[src/rtl/traffic_pkg.sv]
// Shared light codes and requester FSM encoding for the traffic
// controller and its side-road sensor requester.
package traffic_pkg;

   localparam logic [1:0] LIGHT_RED     = 2'b00;
   localparam logic [1:0] LIGHT_YELLOW  = 2'b01;
   localparam logic [1:0] LIGHT_GREEN   = 2'b10;
   localparam logic [1:0] LIGHT_INVALID = 2'b11;

   typedef enum logic [1:0] {
      IDLE    = 2'b00,
      WAITING = 2'b01,
      SERVING = 2'b10
   } req_state_e;

   function automatic logic is_red(input logic [1:0] l);
      return l == LIGHT_RED;
   endfunction

endpackage

[src/rtl/sensor_debounce.sv]
// Loop-detector input path: 2-FF synchronizer, level debounce
// and a one-cycle pulse on each filtered rising edge.
module sensor_debounce #(
   parameter int DEBOUNCE_CYCLES = 4
) (
   input  logic clk,
   input  logic reset,
   input  logic raw_i,
   output logic rise_o
);

   localparam int CW = $clog2(DEBOUNCE_CYCLES + 1);

   logic          s1_q, s2_q;
   logic          filt_q, filt_d, filt_dly_q;
   logic [CW-1:0] cnt_q, cnt_d;

   always_comb begin
      filt_d = filt_q;
      cnt_d  = '0;
      if (s2_q != filt_q) begin
         if (cnt_q == CW'(DEBOUNCE_CYCLES - 1)) filt_d = s2_q;
         else cnt_d = cnt_q + 1'b1;
      end
   end

   always_ff @(posedge clk) begin
      if (reset) begin
         s1_q       <= 1'b0;
         s2_q       <= 1'b0;
         filt_q     <= 1'b0;
         filt_dly_q <= 1'b0;
         cnt_q      <= '0;
      end else begin
         s1_q       <= raw_i;
         s2_q       <= s1_q;
         filt_q     <= filt_d;
         filt_dly_q <= filt_q;
         cnt_q      <= cnt_d;
      end
   end

   assign rise_o = filt_q & ~filt_dly_q;

endmodule

[src/rtl/traffic_sensor_requester.sv]
// Side-road vehicle queue: counts debounced arrivals, drains while the
// main road is RED, and raises the controller's sensor request.
module traffic_sensor_requester
   import traffic_pkg::*;
#(
   parameter int DEBOUNCE_CYCLES = 4,
   parameter int SERVE_CYCLES    = 8,
   parameter int CNT_W           = 4,
   parameter int MAX_WAIT        = 1024
) (
   input  logic             clk,
   input  logic             reset,
   input  logic             raw_det,
   input  logic [1:0]       light,
   output logic             sensor,
   output logic [CNT_W-1:0] veh_count,
   output logic             overflow,
   output logic             wait_timeout,
   output logic             light_err
);

   localparam int TW = $clog2(SERVE_CYCLES);
   localparam int WW = $clog2(MAX_WAIT + 1);

   req_state_e       state_q, state_d;
   logic [CNT_W-1:0] cnt_q, cnt_d;
   logic [TW-1:0]    tmr_q, tmr_d;
   logic [WW-1:0]    wait_q, wait_d;
   logic             ovf_q, ovf_d;
   logic             wto_q, wto_d;
   logic             sensor_q, lerr_q;
   logic             arrive, depart, red, bad, run;

   sensor_debounce #(.DEBOUNCE_CYCLES(DEBOUNCE_CYCLES)) u_deb (
      .clk    (clk),
      .reset  (reset),
      .raw_i  (raw_det),
      .rise_o (arrive)
   );

   assign red    = is_red(light);
   assign bad    = (light == LIGHT_INVALID);
   assign run    = (state_q == SERVING) && red;
   assign depart = run && (tmr_q == TW'(SERVE_CYCLES - 1));

   always_comb begin
      cnt_d = cnt_q;
      ovf_d = ovf_q;
      if (arrive && !depart) begin
         if (&cnt_q) ovf_d = 1'b1;
         else cnt_d = cnt_q + 1'b1;
      end else if (depart && !arrive && cnt_q != '0) begin
         cnt_d = cnt_q - 1'b1;
      end
   end

   // An invalid light code freezes service in place instead of ending it.
   always_comb begin
      state_d = state_q;
      unique case (state_q)
         IDLE:
            if (cnt_d != '0) state_d = red ? SERVING : WAITING;
         WAITING:
            if (cnt_d == '0) state_d = IDLE;
            else if (red)    state_d = SERVING;
         SERVING:
            if (cnt_d == '0)      state_d = IDLE;
            else if (!red && !bad) state_d = WAITING;
         default: state_d = IDLE;
      endcase
   end

   always_comb begin
      tmr_d = '0;
      if (state_q == SERVING && state_d == SERVING) begin
         if (depart)   tmr_d = '0;
         else if (run) tmr_d = tmr_q + 1'b1;
         else          tmr_d = tmr_q;
      end
      wait_d = '0;
      if (state_q == WAITING)
         wait_d = (wait_q == WW'(MAX_WAIT)) ? wait_q : wait_q + 1'b1;
      wto_d = wto_q;
      if (state_q != SERVING && state_d == SERVING) wto_d = 1'b0;
      else if (wait_d == WW'(MAX_WAIT))             wto_d = 1'b1;
   end

   always_ff @(posedge clk) begin
      if (reset) begin
         state_q  <= IDLE;
         cnt_q    <= '0;
         tmr_q    <= '0;
         wait_q   <= '0;
         ovf_q    <= 1'b0;
         wto_q    <= 1'b0;
         sensor_q <= 1'b0;
         lerr_q   <= 1'b0;
      end else begin
         state_q  <= state_d;
         cnt_q    <= cnt_d;
         tmr_q    <= tmr_d;
         wait_q   <= wait_d;
         ovf_q    <= ovf_d;
         wto_q    <= wto_d;
         sensor_q <= (cnt_d != '0);
         lerr_q   <= bad;
      end
   end

   assign sensor       = sensor_q;
   assign veh_count    = cnt_q;
   assign overflow     = ovf_q;
   assign wait_timeout = wto_q;
   assign light_err    = lerr_q;

endmodule

[config.mk]
export PLATFORM = sky130hd
export DESIGN_NAME = traffic_sensor_requester
export DESIGN_NICKNAME = d
export VERILOG_FILES = /design/src/rtl/traffic_pkg.sv /design/src/rtl/sensor_debounce.sv /design/src/rtl/traffic_sensor_requester.sv
export SDC_FILE = /design/constraint.sdc
export NUM_CORES = 1
export LEC_CHECK = 0
export CELL_PAD_IN_SITES_DETAIL_PLACEMENT = 1
export CELL_PAD_IN_SITES_GLOBAL_PLACEMENT = 1
export CORE_ASPECT_RATIO = 1.75
export CORE_MARGIN = 2
export CORE_UTILIZATION = 41
export DETAILED_ROUTE_END_ITERATION = 8
export HOLD_SLACK_MARGIN = 0.03
export PLACE_DENSITY_LB_ADDON = 0.1
export SLEW_MARGIN = 20
export SYNTH_ARGS = -nofsm -noshare
export SYNTH_HDL_FRONTEND = slang
export SYNTH_SLANG_ARGS = --single-unit
[constraint.sdc]
create_clock -name clk -period 2.38 [get_ports clk]
set_input_delay 0.476 -clock clk [delete_from_list [all_inputs] [get_ports clk]]
set_output_delay 0.476 -clock clk [all_outputs]
set_load 0.01 [all_outputs]
==> summary.txt, run 1 <==
Run status
  – Status: completed

Finish
  – Share of cells above drive strength 1: 0.1818
  – Non-filler instance count after layout: between 200 and 300
  – Final net count: 223
  – Area Growth Syn to Fin: 24.54%
  – Final antenna diode count: 0
  – Commonest non-fill, non-tap cell in the layout: dfxtp_1
  – Most frequent cells in the layout: dfxtp_1 (31), nor2_1 (24), inv_1 (13)
  – Fillers: 468
  – Post-Layout Inst Area: between 2000 and 2500 sq um
  – Final core occ: 0.5258

Worst setup path
  – Worst path depth: 9
  – CP peak stage delay: about 0.44 ns
  – Critical Path End: state_q[1]
  – R2r worst-path depth: 8
  – Crit-path slowest cell: clkdlybuf4s50_1
  – WP data required: roughly 2.6 ns
  – Cell Chain, Critical Path: clkdlybuf4s50_1 > inv_1 > ha_2 > and4b_2 > nor2_1 > buf_4 > a311oi_4 > a41o_4 > a21oi_1
  – CP startpoint: light[1]
  – CP Launch Type: input port
  – Delay-heaviest family, CP: compound AO/OA/AOI/OAI gates
  – Critical path arrival: 2.47 ns
  – Reg2reg end: state_q[1]
  – Crit path capture type: register
  – WP buf/inv: 3
  – Worst Path Class, Setup: in -> reg
  – CP max FO: 6
  – Reg2reg start: tmr_q[0]
  – Flop-to-flop setup slack: 0.17 ns

Drt
  – DRT Wirelength: about 4000 microns
  – 1st-pass router iterations: 4
  – Post-route ant nets: 0
  – Via count: 1402
  – 1st-iter DRT viols: 25
  – Vias per inst: between 5 and 6
  – Drt drc: 0
  – WL/cell: about 15 microns

Clocking
  – CTS Buf Count: 5
  – CTS max path bufs: 2
  – Clk sinks: 31
  – Clk Latency, worst-skew pair: between 0.2 and 0.3 ns
  – CTS tree: done
  – CTS Hold Bufs: 0
  – Clock Pin Slew Worst Setup and Hold Paths: 0.07 ns
  – H-tree depth: 2
  – Clk root buf: clkbuf_8

Synthesis
  – Synth top area share: 0.3839
  – Count of yosys warnings during synthesis: 0
  – Synth area leaders: dfxtp_1 (38%), ha_1 (7.7%), nor2_1 (5.6%)
  – Area of the mapped netlist: between 1500 and 2000 sq um
  – Sequential fraction of the synthesis area: 0.3839
  – Post-synth EDFFs: 0
  – Post-synthesis cell count: around 180
  – Synthesized area per cell: around 8.9 sq um
  – Asr flop ratio synth: 0
  – Post-synthesis register bit count: 31
  – Synth Net Count: just under 200
  – Post-synth cell types: 48
  – Synth Flop Type: dfxtp_1
  – Yosys top cell by area: dfxtp_1

Placement
  – Worst slack, placed: -0.2815 ns
  – Count of input and output buffers: 12
  – Cells after DPL: ~250
  – Dpl hpwl: 3064 microns
  – Post-DP Area: roughly 1900 sq um
  – Gpl congestion: approximately 0.82

Global route
  – Initial antenna violation count: 0
  – First-pass GRT wire length: ~6400 microns
  – Overflow left after global routing: 0
  – Largest net degree at the start of global routing: 14
  – GRT Util Overall: 0.1921
  – Vias in the first global route: roughly 1500

Timing
  – Final hold slack: ~0.42 ns
  – Final setup vio count: 0
  – Clock Skews: 0.006617 ns
  – Final worst slack: around 0.078 ns
  – Final Hold Fails: 0
  – Tmin final: around 2.3 ns
  – Slew margin rel.: 0.7378
  – Max Freq: about 0.43 GHz
  – TNS Setup: 0 ns
  – Worst Tran Pin Value: ~0.39 ns
  – Max Slew Vio Count: 0
  – Period utilization: 0.9674

Power
  – PnR Total Power: about 0.96 mW
  – Logic pwr share: 0.029
  – Power per cell area: ~480 nW/um^2
  – Clock Power Share: 0.427
  – Seq pwr share: 0.543
  – P_leak: 0.7462 nW
  – Psw: between 0.2 and 0.25 mW
  – Sw Ratio: 0.2300
  – P_int: about 0.74 mW
  – VDD IR max: about 0.33 mV

Die
  – Die Width: 51.47 microns
  – Die Y: about 87 microns
  – Row cnt: 30
  – Full die area: ~4500 sq um
  – Initial Util: 0.4222
  – Core area: approximately 3800 sq um
  – I/O pin total: 13

Hold path
  – HP Class: reg -> reg

Job
  – MaxCap Viol Count: 0
metal layers:
layer	share of wire	vias up	GRT usage
met4	0.021	0	0.08612
met5	0	-	0
met3	0.023	7	0.03265
met1	0.36	684	0.1761
met2	0.60	25	0.3869
li1	-	686	-
layout make-up:
type                            instances  area, sq um  share of cell area
Tap cell                               48        60.06             0.02983
Clock buffer                            5        68.82             0.03418
Inverter                               13        48.80             0.02424
Multi-Input combinational cell        134        992.2              0.4929
Clock inverter                          3        20.02            0.009944
Timing Repair Buffer                   23        202.7              0.1007
Sequential cell                        31        620.6              0.3083
cell families (layout without fill, tap and decap cells):
logic type,count (synthesis),count (layout),share of synthesized area
AOI/OAI and AO/OA,24,24,0.1200
xor gates and xnor gates,11,11,0.05960
adders and majority gates,10,10,0.07740
buffers and inverters,16,44,0.04180
DFF,31,31,0.3839
muxes,4,4,0.02554
and+or+nand+nor,85,85,0.2918
registers in the layout (all words and copies together) (netlist names):
name,flops
state_q,2
tmr_q,3
u_deb.cnt_q,3
wait_timeout,1
u_deb.s1_q,1
overflow,1
light_err,1
wait_q,11
u_deb.filt_dly_q,1
veh_count,4
sensor,1
u_deb.filt_q,1
u_deb.s2_q,1
synthesized netlist by cell type (all sizes together) (3+ instances only):
| master | n |
|---|---|
| mux2i | 3 |
| nor2 | 24 |
| ha | 10 |
| nand3 | 6 |
| nand2 | 12 |
| nor3 | 9 |
| xnor2 | 4 |
| nand4 | 4 |
| a21oi | 6 |
| nor4 | 3 |
| dfxtp | 31 |
| inv | 13 |
| nor2b | 7 |
| nand2b | 6 |
| xor2 | 7 |
what timing repair did:
item / CTS / global route
setup buffers: 0 / 1
setup endpoints to repair: 0 / 7
resized for setup: 0 / 11
power groups by stage:
stage / registers (mW) / clock network, mW / logic (mW)
after floorplan: 0.534 / 0 / 0.0119
after global placement: 0.534 / 0 / 0.0275
after detailed placement: 0.534 / 0 / 0.0284
after CTS: 0.522 / 0.429 / 0.0285
after global routing: 0.522 / 0.446 / 0.0315
final: 0.522 / 0.411 / 0.0283
worst min path at each step:
stage                         startpoint              to  cells past startpoint
after floorplan           u_deb.cnt_q[0]  u_deb.cnt_q[0]                      1
after global placement    u_deb.cnt_q[0]  u_deb.cnt_q[0]                      1
after detailed placement  u_deb.cnt_q[0]  u_deb.cnt_q[0]                      1
after CTS                 u_deb.cnt_q[0]  u_deb.cnt_q[0]                      1
after global routing      u_deb.cnt_q[0]  u_deb.cnt_q[0]                      1
final                     u_deb.cnt_q[0]  u_deb.cnt_q[0]                      1
(Power assumes the default switching activity.)
==> run 2, diff against run 1 <==
- CORE_MARGIN: 2 -> unset
==> summary.txt, run 2 (same netlist as run 1, synthesis figures left out) <==
Placement
  – Cells after DPL: 245 (-1.2%)
  – Post-DP Area: 1843 sq um (-0.54%)
  – Worst slack, placed: -0.3315 ns (-0.05004 ns)
  – Dpl hpwl: 3036 microns (-0.91%)
  – Count of input and output buffers: 12 (unchanged)
  – Gpl congestion: 0.8584 (+5.3%)

Global route
  – First-pass GRT wire length: 6837 microns (+6.7%)
  – Initial antenna violation count: 0 (unchanged)
  – GRT Util Overall: 0.2149 (+0.02278)
  – Overflow left after global routing: 0 (unchanged)
  – Vias in the first global route: 1494 (+3.0%)
  – Largest net degree at the start of global routing: 14 (unchanged)

Finish
  – Most frequent cells in the layout: dfxtp_1 (31), nor2_1 (24), inv_1 (12), clkdlybuf4s50_1 (12), nand2_1 (11)
  – Final antenna diode count: 0 (unchanged)
  – Post-Layout Inst Area: 2013 sq um (unchanged)
  – Share of cells above drive strength 1: 0.1827 (+0.0008741)
  – Commonest non-fill, non-tap cell in the layout: dfxtp_1
  – Area Growth Syn to Fin: 24.54% (unchanged)
  – Max reg flops: 11 (unchanged)
  – Final net count: 222 (-0.45%)
  – Final core occ: 0.5439 (+0.01813)
  – Non-filler instance count after layout: 254 (-1.2%)
  – Largest Register: wait_q

Timing
  – Final worst slack: 0.04024 ns (-0.03745 ns)
  – Final setup vio count: 0 (unchanged)
  – Max Slew Vio Count: 0 (unchanged)
  – Max Freq: 0.4274 GHz (-1.6%)
  – Clock Skews: 0.01084 ns (+0.004218 ns)
  – TNS Setup: 0 ns (unchanged)
  – Worst Tran Pin Value: 0.3648 ns (-0.02649 ns)
  – Period utilization: 0.9831 (+0.01574)
  – Tmin final: 2.340 ns (+0.03745 ns)
  – Final Hold Fails: 0 (unchanged)
  – Final hold slack: 0.4253 ns (+0.002775 ns)
  – Slew margin rel.: 0.7555 (+0.01776)

Power
  – PnR Total Power: 1.096 mW (+14%)
  – Clock Power Share: 0.494 (+0.067)
  – Logic pwr share: 0.029 (about the same)
  – Power per cell area: 544.6 nW/um^2 (+14%)
  – Seq pwr share: 0.477 (-0.066)
  – P_leak: 0.7570 nW (+1.5%)
  – P_int: 0.8774 mW (+19%)
  – Psw: 0.2190 mW (-1.0%)
  – Sw Ratio: 0.1997 (-0.03030)
  – VDD IR max: 0.4038 mV (+22%)

Drt
  – Post-route ant nets: 0 (unchanged)
  – Via count: 1391 (-0.78%)
  – 1st-iter DRT viols: 19 (-24%)
  – WL/cell: 16.06 microns (+4.7%)
  – 1st-pass router iterations: 4 (unchanged)
  – Drt drc: 0 (unchanged)
  – Vias per inst: 5.476 (+0.39%)
  – DRT Wirelength: 4078 microns (+3.5%)

Clocking
  – CTS max path bufs: 2 (unchanged)
  – CTS Buf Count: 5 (unchanged)
  – CTS tree: done
  – Clk root buf: clkbuf_8
  – Clk Latency, worst-skew pair: 0.28 ns (about the same)
  – H-tree depth: 2 (unchanged)
  – CTS Hold Bufs: 0 (unchanged)
  – Clk sinks: 31 (unchanged)
  – Clock Pin Slew Worst Setup and Hold Paths: 0.07 ns (about the same)

Worst setup path
  – WP data required: 2.55 ns (about the same)
  – Critical path arrival: 2.51 ns (+0.04 ns)
  – CP Launch Type: input port
  – CP max FO: 6 (unchanged)
  – Crit path capture type: register
  – Worst Path Class, Setup: in -> reg

Die
  – Initial Util: 0.4368 (+0.01456)
  – Core area: 3701 sq um (-3.3%)
  – I/O pin total: 13 (unchanged)
  – Die Y: 85.07 microns (-2.3%)
  – Die Width: 49.47 microns (-3.9%)
  – Full die area: 4208 sq um (-6.1%)
  – Row cnt: 29 (-3.3%)

Hold path
  – HP Class: reg -> reg

Run status
  – Status: completed

Job
  – MaxCap Viol Count: 0 (unchanged)
-- run 2: final cells by class --
cell class / instances / area [sq um]
Clock inverter: 2 / 35.03
Multi-Input combinational cell: 134 / 973.4
Fill cell: 440 / 1688
Inverter: 13 / 48.80
Tap cell: 46 / 57.56
Sequential cell: 31 / 620.6
Clock buffer: 6 / 82.58
Timing Repair Buffer: 22 / 195.2
-- run 2: worst max-delay path, cell delays in order --
cell	delay [ns]
clkdlybuf4s50_1	0.44
inv_1	0.11
ha_4	0.16
nand4b_1	0.22
o211ai_1	0.28
o31ai_2	0.11
a311oi_2	0.24
buf_4	0.17
a41o_4	0.24
a21oi_1	0.07
-- run 2: worst paths after layout --
check                 startpoint             end  slack, ns  cells past startpoint
setup / recovery        light[0]      state_q[1]       0.04                     10
hold / removal    u_deb.cnt_q[0]  u_deb.cnt_q[0]       0.43                      1
setup reg to reg        tmr_q[0]      state_q[1]       0.13                      9
hold reg to reg   u_deb.cnt_q[0]  u_deb.cnt_q[0]       0.43                      1
-- run 2: power by group through the flow --
stage,logic [mW],registers [mW],clock network (mW)
floorplan,0.0119,0.534,0
global placement,0.0269,0.534,0
detailed placement,0.0292,0.534,0
CTS,0.0298,0.522,0.560
global route,0.0342,0.522,0.575
finish,0.0323,0.522,0.542
-- run 2: routing by layer --
layer / vias to the layer above / part of all wire / wire (microns) / track usage
met2: 20 / 0.57 / 2339 / 0.4085
met1: 671 / 0.38 / 1532 / 0.2116
met3: 12 / 0.019 / 78 / 0.04122
met4: 0 / 0.031 / 127 / 0.1143
met5: - / 0 / 0 / 0
li1: 688 / - / - / -
-- run 2: repair_timing --
action / CTS / global route
buffers inserted: 0 / 1
setup endpoints to repair: 6 / 7
pin swaps: 2 / 4
hold endpoints to repair: 0 / 0
resized for setup: 2 / 8
==> run 3, diff against run 2 <==
- CORE_ASPECT_RATIO: 1.75 -> 0.7
==> summary.txt, run 3 (same netlist as run 1, synthesis figures left out) <==
Die
  – Full die area: 4202 sq um (-0.14%)
  – I/O pin total: 13 (unchanged)
  – Row cnt: 18 (-38%)
  – Core area: 3649 sq um (-1.4%)
  – Initial Util: 0.4431 (+0.006291)
  – Die Width: 77.05 microns (+56%)
  – Die Y: 54.54 microns (-36%)

Drt
  – Drt drc: 0 (unchanged)
  – 1st-pass router iterations: 4 (unchanged)
  – DRT Wirelength: 4106 microns (+0.69%)
  – WL/cell: 15.79 microns (-1.6%)
  – Post-route ant nets: 0 (unchanged)
  – Via count: 1390 (-0.072%)
  – 1st-iter DRT viols: 83 (+64)
  – Vias per inst: 5.346 (-2.4%)

Worst setup path
  – Cell Chain, Critical Path: ha_1 > ha_1 > nand4b_1 > o211ai_1 > o31ai_1 > a311oi_2 > buf_4 > a41o_4 > nor3_2
  – Crit-path slowest cell: dfxtp_1
  – CP Launch Type: register
  – Reg2reg end: tmr_q[1]
  – WP data required: 2.56 ns (about the same)
  – Delay-heaviest family, CP: compound AO/OA/AOI/OAI gates
  – Flop-to-flop setup slack: 0.13 ns (about the same)
  – R2r worst-path depth: 9 (unchanged)
  – Worst Path Class, Setup: reg -> reg
  – Crit path capture type: register
  – CP max FO: 6 (unchanged)
  – WP buf/inv: 1 (-2)
  – Worst path most repeated cell: ha_1
  – Critical path arrival: 2.43 ns (-0.08 ns)
  – Reg2reg start: tmr_q[0]
  – CP peak stage delay: 0.36 ns (-0.08 ns)

Timing
  – Final Hold Fails: 0 (unchanged)
  – Period utilization: 0.9445 (-0.03858)
  – Max Freq: 0.4449 GHz (+4.1%)
  – Final setup vio count: 0 (unchanged)
  – Worst Tran Pin Value: 0.3877 ns (+0.02290 ns)
  – Max Slew Vio Count: 0 (unchanged)
  – Slew margin rel.: 0.7402 (-0.01535)
  – Clock Skews: 0.003448 ns (-0.007387 ns)
  – RSZ-0062 raised after global routing: false
  – Final hold slack: 0.4184 ns (-0.006817 ns)
  – Final worst slack: 0.1321 ns (+0.09182 ns)
  – Tmin final: 2.248 ns (-0.09182 ns)
  – TNS Setup: 0 ns (unchanged)

Finish
  – Non-filler instance count after layout: 260 (+2.4%)
  – Final core occ: 0.5470 (+0.003033)
  – Most frequent cells in the layout: dfxtp_1 (31), nor2_1 (24), inv_1 (13)
  – Share of cells above drive strength 1: 0.1619 (-0.02079)
  – Largest Register: wait_q
  – Final net count: 224 (+0.90%)
  – Multi-input gate area: 948.4 sq um (-2.6%)
  – Fillers: 433 (-1.6%)
  – Area Growth Syn to Fin: 23.45%
  – Max reg flops: 11 (unchanged)
  – Final antenna diode count: 0 (unchanged)
  – Post-Layout Inst Area: 1996 sq um (-0.87%)
  – Seq. cell area: 620.6 sq um (unchanged)
  – Commonest non-fill, non-tap cell in the layout: dfxtp_1

Power
  – VDD IR max: 0.3303 mV (-18%)
  – P_leak: 0.7697 nW (+1.7%)
  – PnR Total Power: 1.022 mW (-6.8%)
  – Power per cell area: 512.1 nW/um^2 (-6.0%)

Clocking
  – H-tree depth: 2 (unchanged)
  – Clock Pin Slew Worst Setup and Hold Paths: 0.07 ns (about the same)
  – CTS Buf Count: 5 (unchanged)
  – CTS max path bufs: 2 (unchanged)
  – Clk Latency, worst-skew pair: 0.29 ns (about the same)
  – Clk root buf: clkbuf_8
  – CTS tree: done
  – Clk sinks: 31 (unchanged)
  – CTS Hold Bufs: 0 (unchanged)

Placement
  – Dpl hpwl: 2998 microns (-1.2%)
  – Post-DP Area: 1856 sq um (+0.68%)
  – Cells after DPL: 250 (+2.0%)
  – Count of input and output buffers: 12 (unchanged)
  – Worst slack, placed: -0.3410 ns (-0.009465 ns)
  – Gpl congestion: 0.8592 (about the same)

Global route
  – Overflow left after global routing: 0 (unchanged)
  – GRT Util Overall: 0.2056 (-0.009287)
  – Largest net degree at the start of global routing: 14 (unchanged)
  – First-pass GRT wire length: 6382 microns (-6.7%)
  – Vias in the first global route: 1380 (-7.6%)
  – Initial antenna violation count: 0 (unchanged)

Hold path
  – HP Class: reg -> reg
  – Hold path cells: 1 (unchanged)
  – Hold endpoint: u_deb.cnt_q[0]
  – Hold path startpoint: u_deb.cnt_q[0]

Run status
  – Status: completed

Job
  – MaxCap Viol Count: 0 (unchanged)
-- run 3: changes by cell type in the layout (fill, tap and decap cells not counted), moves of 2 or more --
cell	previous run	this run
buf_4	10	12
clkdlybuf4s50_1	12	10
dlymetal6s2s_1	0	2
nor4_2	2	0
-- run 3: area by class of cell --
cell class	count	area share
clock buffers	8	0.05016
inverters	13	0.02445
multi-input cells	134	0.4752
flip-flops and latches	31	0.3110
well taps	50	0.03135
repair buffers	24	0.1078
-- run 3: where the power goes --
group          total [mW]  internal [mW]  leakage, nW  switching (mW)
logic              0.0307         0.0166        0.468          0.0141
registers           0.523          0.521        0.250         0.00124
clock network       0.469          0.264       0.0515           0.205
-- run 3: how the worst max path moves through the flow --
stage / start / endpoint / slack [ns] / depth (start not counted)
final: tmr_q[0] / tmr_q[1] / 0.13 / 9
after global routing: tmr_q[0] / state_q[1] / 0.01 / 9
after CTS: light[0] / tmr_q[1] / 0.01 / 9
after detailed placement: light[0] / tmr_q[1] / -0.34 / 9
after global placement: light[1] / state_q[0] / -0.21 / 9
after floorplan: light[0] / tmr_q[1] / 0.33 / 9
-- run 3: worst register-to-register path, stage by stage (launching register included) --
cell and delay (ns):
dfxtp_1 0.36, ha_1 0.17, ha_1 0.22, nand4b_1 0.27, o211ai_1 0.26, o31ai_1 0.12
a311oi_2 0.25, buf_4 0.17, a41o_4 0.27, nor3_2 0.06
-- run 3: layer usage --
metal | global-route usage | up-vias | share of wire
met5 | 0 | - | 0
met4 | 0.1069 | 0 | 0.014
met3 | 0.05333 | 8 | 0.033
met2 | 0.3557 | 25 | 0.46
met1 | 0.2442 | 663 | 0.49
li1 | - | 694 | -
-- run 3: timing repair --
item                       in CTS  in global routing
pin swaps                       1                  5
cloned                          0                  0
gates resized for setup         0                  7
setup endpoints to repair       6                  7
buffers inserted                0                  2
